File: config.mk
export PLATFORM = sky130hd
export DESIGN_NAME = id_ex_stage_flat
export DESIGN_NICKNAME = d
export VERILOG_FILES = /design/src/rtl/id_ex_stage_if.sv /design/src/rtl/id_ex_stage.sv /design/src/flat_wrapper.sv
export SDC_FILE = /design/constraint.sdc
export NUM_CORES = 1
export LEC_CHECK = 0
export BUFFER_PORTS_ARGS = -buffer_cell sky130_fd_sc_hd__clkbuf_2
export CAP_MARGIN = 5
export CORE_AREA = 2 2 128 130
export CTS_BUF_LIST = sky130_fd_sc_hd__clkbuf_8
export CTS_CLUSTER_DIAMETER = 50
export DETAILED_ROUTE_END_ITERATION = 6
export DIE_AREA = 0 0 130 132
export PLACE_DENSITY = 0.72
export SETUP_SLACK_MARGIN = 0.4
export SYNTH_ARGS = -nofsm -noshare
export SYNTH_HDL_FRONTEND = slang
export SYNTH_SLANG_ARGS = --single-unit
File: constraint.sdc
create_clock -name clk -period 3.69 [get_ports clk]
set_clock_uncertainty 0.1 [all_clocks]
set_input_delay 0.738 -clock clk [delete_from_list [all_inputs] [get_ports clk]]
set_output_delay 0.738 -clock clk [all_outputs]
set_load 0.03 [all_outputs]
File: src/rtl/id_ex_stage_if.sv
// ---------------------------------------------------------------------------
// id_ex_stage_if
// Bundles the decode-side inputs and execute-side outputs of the ID/EX
// pipeline register.
//   master : the surrounding pipeline. It drives the id_* fields and
//            ex_branch_taken. It observes stall_out, the ex_* fields and
//            bubble_count.
//   slave  : id_ex_stage. It consumes the id_* fields and ex_branch_taken.
//            It produces stall_out, the ex_* fields and bubble_count.
// Handshake: there is no valid/ready pair. id_valid qualifies the ID slot
// and ex_valid qualifies the EX slot. While stall_out is high, the producer
// must hold the ID instruction so that it is presented again next cycle.
// ---------------------------------------------------------------------------
interface id_ex_stage_if #(
  parameter int DATA_WIDTH     = 32,
  parameter int REG_ADDR_WIDTH = 5
);
  // decode side
  logic                      id_valid;
  logic [2:0]                id_jump_type;
  logic                      id_mem_write;
  logic                      id_mem_read;
  logic                      id_mem_to_reg;
  logic                      id_reg_write;
  logic                      id_alu_second_input_is_immidiate;
  logic [3:0]                id_alu_select;
  logic [REG_ADDR_WIDTH-1:0] id_rs;
  logic [REG_ADDR_WIDTH-1:0] id_rt;
  logic [REG_ADDR_WIDTH-1:0] id_rd;
  logic [DATA_WIDTH-1:0]     id_rs_data;
  logic [DATA_WIDTH-1:0]     id_rt_data;
  logic [DATA_WIDTH-1:0]     id_imm;
  logic [DATA_WIDTH-1:0]     id_pc;
  logic                      ex_branch_taken;

  // execute side
  logic                      stall_out;
  logic                      ex_valid;
  logic [2:0]                ex_jump_type;
  logic [3:0]                ex_alu_select;
  logic                      ex_mem_write;
  logic                      ex_mem_read;
  logic                      ex_mem_to_reg;
  logic                      ex_reg_write;
  logic                      ex_alu_second_input_is_immidiate;
  logic [REG_ADDR_WIDTH-1:0] ex_rs;
  logic [REG_ADDR_WIDTH-1:0] ex_rt;
  logic [REG_ADDR_WIDTH-1:0] ex_rd;
  logic [DATA_WIDTH-1:0]     ex_rs_data;
  logic [DATA_WIDTH-1:0]     ex_rt_data;
  logic [DATA_WIDTH-1:0]     ex_imm;
  logic [DATA_WIDTH-1:0]     ex_pc;
  logic [15:0]               bubble_count;

  modport master (
    output id_valid, id_jump_type, id_mem_write, id_mem_read, id_mem_to_reg,
           id_reg_write, id_alu_second_input_is_immidiate, id_alu_select,
           id_rs, id_rt, id_rd, id_rs_data, id_rt_data, id_imm, id_pc,
           ex_branch_taken,
    input  stall_out, ex_valid, ex_jump_type, ex_alu_select, ex_mem_write,
           ex_mem_read, ex_mem_to_reg, ex_reg_write,
           ex_alu_second_input_is_immidiate, ex_rs, ex_rt, ex_rd,
           ex_rs_data, ex_rt_data, ex_imm, ex_pc, bubble_count
  );

  modport slave (
    input  id_valid, id_jump_type, id_mem_write, id_mem_read, id_mem_to_reg,
           id_reg_write, id_alu_second_input_is_immidiate, id_alu_select,
           id_rs, id_rt, id_rd, id_rs_data, id_rt_data, id_imm, id_pc,
           ex_branch_taken,
    output stall_out, ex_valid, ex_jump_type, ex_alu_select, ex_mem_write,
           ex_mem_read, ex_mem_to_reg, ex_reg_write,
           ex_alu_second_input_is_immidiate, ex_rs, ex_rt, ex_rd,
           ex_rs_data, ex_rt_data, ex_imm, ex_pc, bubble_count
  );
endinterface

File: src/rtl/id_ex_stage.sv
// ---------------------------------------------------------------------------
// id_ex_stage
// ID/EX pipeline register with load-use hazard detection and flush.
//   clk      : single clock; all state updates on the rising edge
//   reset_n  : asynchronous, active-low reset
//   bus      : id_ex_stage_if.slave
//     id_*            decoded instruction presented by the ID stage
//     ex_branch_taken the EX stage resolved a redirect this cycle
//     stall_out       combinational; hold the PC and IF/ID this cycle
//     ex_*            registered instruction presented to the EX stage
//     bubble_count    saturating count of inserted bubbles
// ---------------------------------------------------------------------------
module id_ex_stage #(
  parameter int DATA_WIDTH     = 32,
  parameter int REG_ADDR_WIDTH = 5
) (
  input  logic           clk,
  input  logic           reset_n,
  id_ex_stage_if.slave   bus
);

  typedef struct packed {
    logic                      valid;
    logic [2:0]                jump_type;
    logic [3:0]                alu_select;
    logic                      mem_write;
    logic                      mem_read;
    logic                      mem_to_reg;
    logic                      reg_write;
    logic                      alu_imm;
    logic [REG_ADDR_WIDTH-1:0] rs;
    logic [REG_ADDR_WIDTH-1:0] rt;
    logic [REG_ADDR_WIDTH-1:0] rd;
    logic [DATA_WIDTH-1:0]     rs_data;
    logic [DATA_WIDTH-1:0]     rt_data;
    logic [DATA_WIDTH-1:0]     imm;
    logic [DATA_WIDTH-1:0]     pc;
  } ex_bundle_t;

  ex_bundle_t  ex_d, ex_q;
  logic [15:0] bubble_count_d, bubble_count_q;

  logic rt_used;
  logic load_use;
  logic insert_bubble;
  logic stall;

  always_comb begin
    // Immediate-form ALU ops ignore rt unless they are stores, which still
    // need rt as the store data.
    rt_used  = !bus.id_alu_second_input_is_immidiate | bus.id_mem_write;

    // Register 0 is hard-wired, so a load targeting it is never a hazard.
    load_use = bus.id_valid & ex_q.valid & ex_q.mem_read & ex_q.reg_write &
               (ex_q.rd != '0) &
               ((bus.id_rs == ex_q.rd) | (rt_used & (bus.id_rt == ex_q.rd)));

    // A redirect squashes the ID instruction anyway, so it suppresses the stall.
    stall         = load_use & !bus.ex_branch_taken;
    insert_bubble = bus.ex_branch_taken | load_use;

    ex_d.valid      = bus.id_valid;
    ex_d.jump_type  = bus.id_jump_type;
    ex_d.alu_select = bus.id_alu_select;
    ex_d.mem_write  = bus.id_mem_write;
    ex_d.mem_read   = bus.id_mem_read;
    ex_d.mem_to_reg = bus.id_mem_to_reg;
    ex_d.reg_write  = bus.id_reg_write;
    ex_d.alu_imm    = bus.id_alu_second_input_is_immidiate;
    ex_d.rs         = bus.id_rs;
    ex_d.rt         = bus.id_rt;
    ex_d.rd         = bus.id_rd;
    ex_d.rs_data    = bus.id_rs_data;
    ex_d.rt_data    = bus.id_rt_data;
    ex_d.imm        = bus.id_imm;
    ex_d.pc         = bus.id_pc;

    // An all-zero bundle is a harmless bubble: jump_type 000 is "no jump",
    // and all write enables are clear. Clearing mem_read also makes a stall
    // last exactly one cycle.
    bubble_count_d = bubble_count_q;
    if (insert_bubble) begin
      ex_d = '0;
      if (bubble_count_q != 16'hFFFF) begin
        bubble_count_d = bubble_count_q + 16'd1;
      end
    end
  end

  always_ff @(posedge clk or negedge reset_n) begin
    if (!reset_n) begin
      ex_q           <= '0;
      bubble_count_q <= '0;
    end else begin
      ex_q           <= ex_d;
      bubble_count_q <= bubble_count_d;
    end
  end

  assign bus.stall_out                        = stall;
  assign bus.ex_valid                         = ex_q.valid;
  assign bus.ex_jump_type                     = ex_q.jump_type;
  assign bus.ex_alu_select                    = ex_q.alu_select;
  assign bus.ex_mem_write                     = ex_q.mem_write;
  assign bus.ex_mem_read                      = ex_q.mem_read;
  assign bus.ex_mem_to_reg                    = ex_q.mem_to_reg;
  assign bus.ex_reg_write                     = ex_q.reg_write;
  assign bus.ex_alu_second_input_is_immidiate = ex_q.alu_imm;
  assign bus.ex_rs                            = ex_q.rs;
  assign bus.ex_rt                            = ex_q.rt;
  assign bus.ex_rd                            = ex_q.rd;
  assign bus.ex_rs_data                       = ex_q.rs_data;
  assign bus.ex_rt_data                       = ex_q.rt_data;
  assign bus.ex_imm                           = ex_q.imm;
  assign bus.ex_pc                            = ex_q.pc;
  assign bus.bubble_count                     = bubble_count_q;

endmodule

File: src/flat_wrapper.sv
// flat-port wrapper written by rule: the top's interface ports become plain ports
module id_ex_stage_flat 
#(
  parameter int DATA_WIDTH     = 32,
  parameter int REG_ADDR_WIDTH = 5
)
  (clk, reset_n, bus_id_valid, bus_id_jump_type, bus_id_mem_write, bus_id_mem_read, bus_id_mem_to_reg, bus_id_reg_write, bus_id_alu_second_input_is_immidiate, bus_id_alu_select, bus_id_rs, bus_id_rt, bus_id_rd, bus_id_rs_data, bus_id_rt_data, bus_id_imm, bus_id_pc, bus_ex_branch_taken, bus_stall_out, bus_ex_valid, bus_ex_jump_type, bus_ex_alu_select, bus_ex_mem_write, bus_ex_mem_read, bus_ex_mem_to_reg, bus_ex_reg_write, bus_ex_alu_second_input_is_immidiate, bus_ex_rs, bus_ex_rt, bus_ex_rd, bus_ex_rs_data, bus_ex_rt_data, bus_ex_imm, bus_ex_pc, bus_bubble_count);
  id_ex_stage_if #(.DATA_WIDTH(DATA_WIDTH), .REG_ADDR_WIDTH(REG_ADDR_WIDTH)) bus_i ();
  input  logic clk;
  input  logic reset_n;
  input wire logic [$bits(bus_i.id_valid)-1:0] bus_id_valid;
  input wire logic [$bits(bus_i.id_jump_type)-1:0] bus_id_jump_type;
  input wire logic [$bits(bus_i.id_mem_write)-1:0] bus_id_mem_write;
  input wire logic [$bits(bus_i.id_mem_read)-1:0] bus_id_mem_read;
  input wire logic [$bits(bus_i.id_mem_to_reg)-1:0] bus_id_mem_to_reg;
  input wire logic [$bits(bus_i.id_reg_write)-1:0] bus_id_reg_write;
  input wire logic [$bits(bus_i.id_alu_second_input_is_immidiate)-1:0] bus_id_alu_second_input_is_immidiate;
  input wire logic [$bits(bus_i.id_alu_select)-1:0] bus_id_alu_select;
  input wire logic [$bits(bus_i.id_rs)-1:0] bus_id_rs;
  input wire logic [$bits(bus_i.id_rt)-1:0] bus_id_rt;
  input wire logic [$bits(bus_i.id_rd)-1:0] bus_id_rd;
  input wire logic [$bits(bus_i.id_rs_data)-1:0] bus_id_rs_data;
  input wire logic [$bits(bus_i.id_rt_data)-1:0] bus_id_rt_data;
  input wire logic [$bits(bus_i.id_imm)-1:0] bus_id_imm;
  input wire logic [$bits(bus_i.id_pc)-1:0] bus_id_pc;
  input wire logic [$bits(bus_i.ex_branch_taken)-1:0] bus_ex_branch_taken;
  output wire logic [$bits(bus_i.stall_out)-1:0] bus_stall_out;
  output wire logic [$bits(bus_i.ex_valid)-1:0] bus_ex_valid;
  output wire logic [$bits(bus_i.ex_jump_type)-1:0] bus_ex_jump_type;
  output wire logic [$bits(bus_i.ex_alu_select)-1:0] bus_ex_alu_select;
  output wire logic [$bits(bus_i.ex_mem_write)-1:0] bus_ex_mem_write;
  output wire logic [$bits(bus_i.ex_mem_read)-1:0] bus_ex_mem_read;
  output wire logic [$bits(bus_i.ex_mem_to_reg)-1:0] bus_ex_mem_to_reg;
  output wire logic [$bits(bus_i.ex_reg_write)-1:0] bus_ex_reg_write;
  output wire logic [$bits(bus_i.ex_alu_second_input_is_immidiate)-1:0] bus_ex_alu_second_input_is_immidiate;
  output wire logic [$bits(bus_i.ex_rs)-1:0] bus_ex_rs;
  output wire logic [$bits(bus_i.ex_rt)-1:0] bus_ex_rt;
  output wire logic [$bits(bus_i.ex_rd)-1:0] bus_ex_rd;
  output wire logic [$bits(bus_i.ex_rs_data)-1:0] bus_ex_rs_data;
  output wire logic [$bits(bus_i.ex_rt_data)-1:0] bus_ex_rt_data;
  output wire logic [$bits(bus_i.ex_imm)-1:0] bus_ex_imm;
  output wire logic [$bits(bus_i.ex_pc)-1:0] bus_ex_pc;
  output wire logic [$bits(bus_i.bubble_count)-1:0] bus_bubble_count;
  assign bus_i.id_valid = bus_id_valid;
  assign bus_i.id_jump_type = bus_id_jump_type;
  assign bus_i.id_mem_write = bus_id_mem_write;
  assign bus_i.id_mem_read = bus_id_mem_read;
  assign bus_i.id_mem_to_reg = bus_id_mem_to_reg;
  assign bus_i.id_reg_write = bus_id_reg_write;
  assign bus_i.id_alu_second_input_is_immidiate = bus_id_alu_second_input_is_immidiate;
  assign bus_i.id_alu_select = bus_id_alu_select;
  assign bus_i.id_rs = bus_id_rs;
  assign bus_i.id_rt = bus_id_rt;
  assign bus_i.id_rd = bus_id_rd;
  assign bus_i.id_rs_data = bus_id_rs_data;
  assign bus_i.id_rt_data = bus_id_rt_data;
  assign bus_i.id_imm = bus_id_imm;
  assign bus_i.id_pc = bus_id_pc;
  assign bus_i.ex_branch_taken = bus_ex_branch_taken;
  assign bus_stall_out = bus_i.stall_out;
  assign bus_ex_valid = bus_i.ex_valid;
  assign bus_ex_jump_type = bus_i.ex_jump_type;
  assign bus_ex_alu_select = bus_i.ex_alu_select;
  assign bus_ex_mem_write = bus_i.ex_mem_write;
  assign bus_ex_mem_read = bus_i.ex_mem_read;
  assign bus_ex_mem_to_reg = bus_i.ex_mem_to_reg;
  assign bus_ex_reg_write = bus_i.ex_reg_write;
  assign bus_ex_alu_second_input_is_immidiate = bus_i.ex_alu_second_input_is_immidiate;
  assign bus_ex_rs = bus_i.ex_rs;
  assign bus_ex_rt = bus_i.ex_rt;
  assign bus_ex_rd = bus_i.ex_rd;
  assign bus_ex_rs_data = bus_i.ex_rs_data;
  assign bus_ex_rt_data = bus_i.ex_rt_data;
  assign bus_ex_imm = bus_i.ex_imm;
  assign bus_ex_pc = bus_i.ex_pc;
  assign bus_bubble_count = bus_i.bubble_count;
  id_ex_stage #(.DATA_WIDTH(DATA_WIDTH), .REG_ADDR_WIDTH(REG_ADDR_WIDTH)) u_core (.clk(clk), .reset_n(reset_n), .bus(bus_i));
endmodule
; ---- Word-level counts from Yosys, hierarchy flattened
; Cells that the tools add are included.
[op_classes]
bitwise = 10
shifts = 0
n_lt_le_gt_ge = 0
multipliers = 0
n_reduce_logical = 4
mux = 1
eq_ne = 3
add_sub_neg = 1
div_mod_pow = 0
[ops]
columns = operator, n
row1 = $mux W156, 1
row2 = $add A16 B1 Y16 const B, 1
row3 = $ne A16 B16 Y1 const B, 1
row4 = $eq A5 B5 Y1, 2
row5 = $and A1 B1 Y1, 7
row6 = $reduce_bool A5 Y1, 1
row7 = $or A1 B1 Y1, 3
row8 = $logic_not A1 Y1, 2
row9 = $reduce_and A2 Y1, 1
[totals]
ram_bits = 0
rom_bits = 0
regBits = 172
n_memories = 0
latchBits = 0

; ---- Depth between registers and ports, before layout
; Gate-level depths: netlist of run 1.
[logic_depth]
ltp_word = 7
ltp_mapped = 7
mapped_depth_nobuf = 6

; ---- Least setup slack after synthesis of run 1
; No wires, ideal clock.
[synth_timing]
kind = input to output
startpoint = input port bus_id_rt[0]
endpoint = output port bus_stall_out
stages = 5
arrival_time_ns = 1.652
setup_slack_ns = 1.200
required_time_ns = 2.852
n_path_buf = 0
path_cell_list = xnor2_1 -> nand4_1 -> o22ai_2 -> nand2_1 -> nor2_1
[synth_between]
elab_chain_len = 5
[synth_lines]
columns = item, line_no
row1 = from (decl), flat_wrapper.sv:20  ; input wire logic [$bits(bus_i.id_rt)-1:0] bus_id_rt;
row2 = $eq A5 B5 Y1, id_ex_stage.sv:56  ; ((bus.id_rs == ex_q.rd) | (rt_used & (bus.id_rt == ex_q.rd)));
row3 = $and A1 B1 Y1, id_ex_stage.sv:56
row4 = $or A1 B1 Y1, id_ex_stage.sv:56
row5 = $and A1 B1 Y1, id_ex_stage.sv:55  ; (ex_q.rd != '0) &
row6 = $and A1 B1 Y1, id_ex_stage.sv:59  ; stall = load_use & !bus.ex_branch_taken;
row7 = to (decl), flat_wrapper.sv:27  ; output wire logic [$bits(bus_i.stall_out)-1:0] bus_stall_out;
; Every way passes these cells.

; ---- Final worst setup path of run 1
[layout_timing]
startpoint = register u_core.ex_q, in the netlist u_core.bus.ex_rd[4]
endpoint = output port bus_stall_out
[layout_between]
elab_chain_len = 5
[layout_lines]
columns = item, line_no
row1 = from (decl), id_ex_stage.sv:40  ; ex_bundle_t ex_d, ex_q;
row2 = from (signal assigned), id_ex_stage.sv:92  ; ex_q <= '0;
row3 = from (signal assigned), id_ex_stage.sv:95  ; ex_q <= ex_d;
row4 = $eq A5 B5 Y1, id_ex_stage.sv:56
row5 = $and A1 B1 Y1, id_ex_stage.sv:56
row6 = $or A1 B1 Y1, id_ex_stage.sv:56
row7 = $and A1 B1 Y1 (*), id_ex_stage.sv:55
row8 = $and A1 B1 Y1 (*), id_ex_stage.sv:59
; Every way passes the cells marked *; elsewhere a longest branch is shown, timed or not.

==> metrics.md, run 1 <==
| Metric | Value |
|---|---|
| Status | completed |
| DIE AREA | between 15,000 and 20,000 µm² |
| Post-synth top area share | around 72% |
| Post-DP HPWL | approximately 11,000 µm |
| Die X | between 100 and 150 µm |
| First-pass GRT wire length | about 23,000 µm |
| TritonRoute pass-1 iters | 4 |
| Ratio of cells with drive above 1 in the final layout | between 40 and 50% |
| Cell taking the most area after synthesis | dfrtp_1 |
| P&R area growth vs syn | 37.68% |
| Netlist cell types | 30 |
| Largest net degree at the start of global routing | 75 |
| GRT overflow | 0 |
| Area contributors post-synth | dfrtp_1 72%, and2_1 16%, xor2_1 1.8% |
| Slew Limit Fails | 0 |
| Fin Setup TNS | 0 ns |
| Leakage | approximately 4.5 nW |
| Chip height | ~130 µm |
| Number of global-route vias before repair | 4,342 |
| Final period util | between 70% and 80% |
| DRC Markers | 0 |
| CP max stage delay | between 0.4 and 0.5 ns |
| CP arrival | 1.91 ns |
| Clk_lat worst skew | approximately 0.45 ns |
| Yosys Warn Count | 0 |
| Clk slew on worst S/H paths | around 0.09 ns |
| I/O pin count | approximately 330 |
| Max_cap viols | 0 |
| Final setup margin | roughly 0.95 ns |
| Resized Gates After CTS | 0 |
| Max FO, Critical Path | 4 |
| CTS buffer count | 17 |
| I/O Buffers | 331 |
| CORE AREA | around 16,000 µm² |
| DRT Wirelength | between 15,000 and 20,000 µm |
| Gate Count Post-Synth | 424 |
| CTS tree | yes |
| Post-CTS setup buffers | 0 |
| Number of flops mapped to enable cells by yosys | 0 |
| Initial core utilization | between 30% and 40% |
| Critical path class | register to output port |
| Final GP Congestion | between 0.7 and 0.8 |
| Peak supply drop | about 0.00035 V |
| Placement Setup Slack | 1.028 ns |
| Hold Path Class | input pin to asynchronous set/reset pin |
| Synth Net Count | slightly below 600 |
| Post-route insts no fill | 991 |
| Final Power | ~4.2 mW |
| Crit path launch type | register |
| Nets | 922 |
| Final hold vios | 0 |
| Slew @ Worst Pin | 0.7522 ns |
| CP cell instances | xnor2_1, nand4_1, o22ai_2, nand2_1, nor2_1, clkbuf_2 |
| Global-route usage over all layers | 17.78% |
| Max H-tree Level | 4 |
| F_max | between 0.3 and 0.4 GHz |
| Worst-case clock buffer depth | 2 |
| CTS sink cnt | 172 |
| Root buf cell | clkbuf_8 |
| Worst rel slew slack | approximately 50% |
| DR WL/cell | around 15 µm |
| Drt initial violations | about 180 |
| Final setup fails | 0 |
| Initial antenna violation count | 0 |
| Period minus WS final | around 2.7 ns |
| Ys flop type | dfrtp_1 |
| RSZ-0062 raised after global routing | false |
| Post-DRT Antenna Nets | 0 |
| Crit path max-delay cell type | dfrtp_1 |
| Seq/Total Area, Yosys | 71.77% |
| Ant. Diodes | 0 |
| Hold_ws | between 0.1 and 0.15 ns |
| Routed vias/inst | about 4.3 |
| Asr flop ratio synth | 100.0% |
| Crit path capture type | output port |
| Fill cell count | between 1,000 and 1,500 |
| Post-cts hold buffer count | 0 |
| PD cells | around 500 nW/µm² |
| Syn Area/Cell | roughly 14 µm² |
| Worst EP required | 2.85 ns |
| Synth Cell Area | 5997 µm² |
| Dpl cells | about 960 |
| Synth Register Bits | roughly 170 |
| Via count | 4,226 |
| Std-Cell Rows | between 40 and 50 |
==> placed cells by master, fill, tap and decap left out, types with 2 or more instances in the layout <==
master,netlist,routed
inv_1,1,4
dfrtp_1,172,172
and2_1,156,156
and3_1,3,3
nor3_1,6,6
clkinvlp_4,0,5
nor2_1,4,4
xor2_1,12,12
inv_6,0,4
buf_12,0,3
mux2_2,3,3
clkinv_2,0,2
xnor2_1,10,10
clkbuf_2,10,330
nand4_1,4,4
clkbuf_8,0,17
nand3_1,7,7
nand2_1,9,9
nor3_2,6,6
buf_4,3,3
==> cells by family (layout without fill, tap and decap cells) <==
group           Yosys count  in the layout  synth area share [%]
simple gates            201            201                 21.14
xor+xnor                 22             22                 3.213
compound gates            5              5                0.8969
fa+ha+maj                 1              1                0.2086
flops                   172            172                 71.77
mux                       4              4                0.8136
buf+inv                  19            370                 1.961
==> critical path: cells and delay by family, from the launching register on <==
kind | cells | cell delay, ns
AOI/OAI and AO/OA | 1 | 0.24
xor gates and xnor gates | 1 | 0.22
buffers and inverters | 1 | 0.21
DFF | 1 | 0.45
and+or+nand+nor | 3 | 0.34
==> power by group <==
| part | switching (mW) | total (mW) | internal [mW] |
|---|---|---|---|
| registers | 0.120 | 2.15 | 2.03 |
| logic | 0.531 | 0.807 | 0.275 |
| clock network | 0.683 | 1.21 | 0.531 |
| total | 1.33 | 4.17 | 2.83 |
==> per-layer routing <==
| layer | wire length (µm) | GRT usage, % |
|---|---|---|
| met4 | 177 | 4.779 |
| met1 | 5953 | 20.79 |
| met2 | 7499 | 30.02 |
| met3 | 1389 | 7.427 |
| met5 | 0 | 0 |
==> path summary, 6_finish.rpt <==
path,startpoint,endpoint,slack [ns],cells after the start
max,u_core.bus.ex_rd[4],bus_stall_out,0.95,6
min,reset_n,u_core.bus.bubble_count[6],0.13,1
max reg2reg,u_core.bus.ex_rd[0],u_core.bus.ex_alu_second_input_is_immidiate,1.47,6
min reg2reg,u_core.bus.bubble_count[4],u_core.bus.bubble_count[4],0.42,1
max in group asynchronous,reset_n,u_core.bus.ex_rt_data[2],2.38,2
min in group clk,bus_id_rs_data[10],u_core.bus.ex_rs_data[10],0.39,2
==> cell type report <==
type	count	area, µm²	area share, %
multi-input combinational	233	1575	19.08
clock inverter	15	123.9	1.500
sequential	172	4304	52.13
tap	216	270.3	3.273
inverter	1	3.754	0.04546
clock buffer	17	234.0	2.834
timing repair buffer	337	1745	21.14
==> cells in the mapped netlist, types with 4 or more instances <==
library cell	n
xor2_1	12
nor2_1	4
nor3_2	6
nand2_1	9
nand3_1	7
and2_1	156
xnor2_1	10
nor3_1	6
nand4_1	4
dfrtp_1	172
clkbuf_2	10
==> metrics by stage <==
stage | area (µm²) | utilization, %
2_1_floorplan | 5997 | -
3_3_place_gp | 7899 | 50.27
3_5_place_dp | 7899 | 50.27
4_1_cts | 8257 | 52.55
5_1_grt | 8257 | 52.55
6_report | 8257 | 52.55
No activity file was read; power rests on OpenSTA's default activity.
==> run 2, diff against run 1 <==
--- a/config.mk
+++ b/config.mk
@@ -12,7 +12,7 @@
 export CTS_CLUSTER_DIAMETER = 50
 export DETAILED_ROUTE_END_ITERATION = 6
 export DIE_AREA = 0 0 130 132
-export PLACE_DENSITY = 0.72
+export PLACE_DENSITY = 0.75
 export SETUP_SLACK_MARGIN = 0.4
 export SYNTH_ARGS = -nofsm -noshare
 export SYNTH_HDL_FRONTEND = slang
==> constraint.sdc (replaced) <==
create_clock -name clk -period 2.25 [get_ports clk]
set_clock_uncertainty 0.1 [all_clocks]
set_input_delay 0.45 -clock clk [delete_from_list [all_inputs] [get_ports clk]]
set_output_delay 0.45 -clock clk [all_outputs]
set_load 0.03 [all_outputs]
==> metrics.md, run 2 (synthesized netlist as in run 1, its figures left out) <==
| Metric | Value |
|---|---|
| Hold Path End | u_core.bus.ex_rt_data[26] |
| Reg2Reg Depth | 10 |
| GRT overflow | 0 |
| Max_cap viols | 0 |
| Largest net degree at the start of global routing | 62 |
| PD cells | a little over 800 nW/µm² |
| Post-DP HPWL | roughly 11,000 µm |
| CP cell instances | xnor2_1, nand4_1, o22ai_2, nand2_2, nor2_4, buf_8 |
| Final hold vios | 0 |
| CTS buffer count | 17 |
| Most common cell after layout, fill and taps aside | clkbuf_2 |
| First-pass GRT wire length | roughly 24,000 µm |
| Number of global-route vias before repair | approximately 4,600 |
| Hold_ws | ~0.085 ns |
| Clk_lat worst skew | roughly 0.46 ns |
| CORE AREA | 15,710 µm² |
| Max FO, Critical Path | 4 |
| Final setup fails | 1 |
| Worst rel slew slack | about two thirds |
| CP max stage delay | about 0.45 ns |
| Die X | ~130 µm |
| Leakage | 4.826 nW |
| P&R area growth vs syn | 49.20% |
| Int Power | around 4.9 mW |
| DR WL/cell | 15.53 µm |
| Hold Path Class | input pin to register |
| Ratio of cells with drive above 1 in the final layout | between 60% and 70% |
| Std-Cell Rows | between 40 and 50 |
| CTS sink cnt | approximately 170 |
| DP Area | 7948 µm² |
| Critical path class | register to output port |
| Crit path max-delay cell type | dfrtp_2 |
| Final GP Congestion | 0.7979 |
| DRT Wirelength | 15,690 µm |
| FF-to-FF End | u_core.bus.bubble_count[3] |
| DIE AREA | approximately 17,000 µm² |
| Post-DRT Antenna Nets | 0 |
| NetSw | between 2 and 2.5 mW |
| Initial core utilization | about two fifths |
| Power share of the clock group | 30.8% |
| Min-Delay Path Depth | 2 |
| CP arrival | between 1.5 and 2 ns |
| Slew Limit Fails | 0 |
| I/O Buffers | between 300 and 400 |
| Nets | roughly 940 |
| Crit path launch type | register |
| Period minus WS final | 2.331 ns |
| Worst-case clock buffer depth | 2 |
| TritonRoute pass-1 iters | 4 |
| Most frequent cells in the layout | 328 x clkbuf_2, 160 x dfrtp_1, 79 x and2_1 |
| Final Core Density | between 50% and 60% |
| Root buf cell | clkbuf_8 |
| Reg2reg start | u_core.bus.ex_rd[2] |
| Status | finished with violations |
| Ant. Diodes | 0 |
| Failing checks | negative setup slack |
| Placement Setup Slack | 0.05095 ns |
| Peak supply drop | approximately 0.00064 V |
| DRC Markers | 0 |
| Sw frac | a little under a third |
| Crit path capture type | output port |
| Final period util | 103.6% |
| Hold_sp | bus_id_rt_data[26] |
| F_max | ~0.43 GHz |
| Final setup margin | -0.08065 ns |
| RSZ-0062 raised after global routing | true |
| Initial antenna violation count | 0 |
| Final Power | roughly 7.2 mW |
| I/O pin count | 332 |
| Drt initial violations | between 100 and 150 |
| Via count | about 4,300 |
| CTS tree | yes |
| Routed vias/inst | 4.286 |
| Clk slew on worst S/H paths | 0.10 ns |
| Max H-tree Level | 4 |
| Global-route usage over all layers | between 10% and 20% |
| Design area | between 8000 and 9000 µm² |
| Sequential power share | slightly below 50% |
| Worst EP required | 1.70 ns |
| Chip height | between 100 and 150 µm |
| Reg-to-reg slack, setup | 0.09 ns |
| Combinational fraction of design power | 20.4% |
| Slew @ Worst Pin | approximately 0.47 ns |
run 2: critical path, delay by kind of cell (launching register included):
| family | cells | cell delay (ns) |
|---|---|---|
| xor gates and xnor gates | 1 | 0.18 |
| AOI/OAI and AO/OA | 1 | 0.21 |
| buffers and inverters | 1 | 0.13 |
| and+or+nand+nor | 3 | 0.36 |
| DFF | 1 | 0.45 |
run 2: how the worst max path moves through the flow:
stage                        start                     endpoint  slack [ns]  depth (start not counted)
2_1_floorplan  u_core.bus.ex_rd[0]  u_core.bus.bubble_count[12]        0.40                          6
3_3_place_gp          bus_id_rt[1]    u_core.bus.ex_rt_data[18]        0.10                          7
3_5_place_dp          bus_id_rt[1]    u_core.bus.ex_rs_data[22]        0.05                          7
4_1_cts        u_core.bus.ex_rd[0]                bus_stall_out       -0.12                          6
5_1_grt        u_core.bus.ex_rd[2]                bus_stall_out       -0.25                          6
6_report       u_core.bus.ex_rd[2]                bus_stall_out       -0.08                          6
run 2: routing by layer:
| metal | global-route usage [%] | share of wire, % | up-vias |
|---|---|---|---|
| met1 | 20.76 | 38 | 2037 |
| met2 | 29.93 | 49 | 235 |
| met4 | 6.153 | 1.9 | 0 |
| met3 | 7.873 | 10 | 22 |
| li1 | - | - | 2035 |
| met5 | 0 | 0 | - |
run 2: power by group through the flow:
| stage | Sequential [mW] | Combinational [mW] | Clock [mW] |
|---|---|---|---|
| after global placement | 3.57 | 1.32 | 0 |
| final | 3.53 | 1.48 | 2.23 |
| after detailed placement | 3.58 | 1.34 | 0 |
| after floorplan | 4.04 | 0.321 | 0 |
| after global routing | 3.56 | 1.58 | 2.43 |
| after CTS | 3.52 | 1.44 | 2.30 |
run 2: through the flow:
stage | instances | setup TNS [ns]
after floorplan | 424 | 0
after global routing | 1010 | -0.7021
after detailed placement | 961 | 0
after global placement | 961 | 0
final | 1010 | -0.08065
after CTS | 1000 | -0.1194
run 2: final cells by class:
cell class | instances | area, µm²
fillers | 1300 | 6765
multi-input cells | 233 | 1894
repair buffers | 356 | 2051
clock inverters | 14 | 161.4
clock buffers | 18 | 247.7
inverters | 1 | 3.754
flip-flops and latches | 172 | 4319
well taps | 216 | 270.3
run 2: what timing repair did:
action	CTS	global route
hold endpoints to repair	43	0
pin swaps	29	3
gates resized for setup	102	19
gates cloned	0	2
setup endpoints to repair	171	174
hold buffers	1	0
buffers inserted	6	8
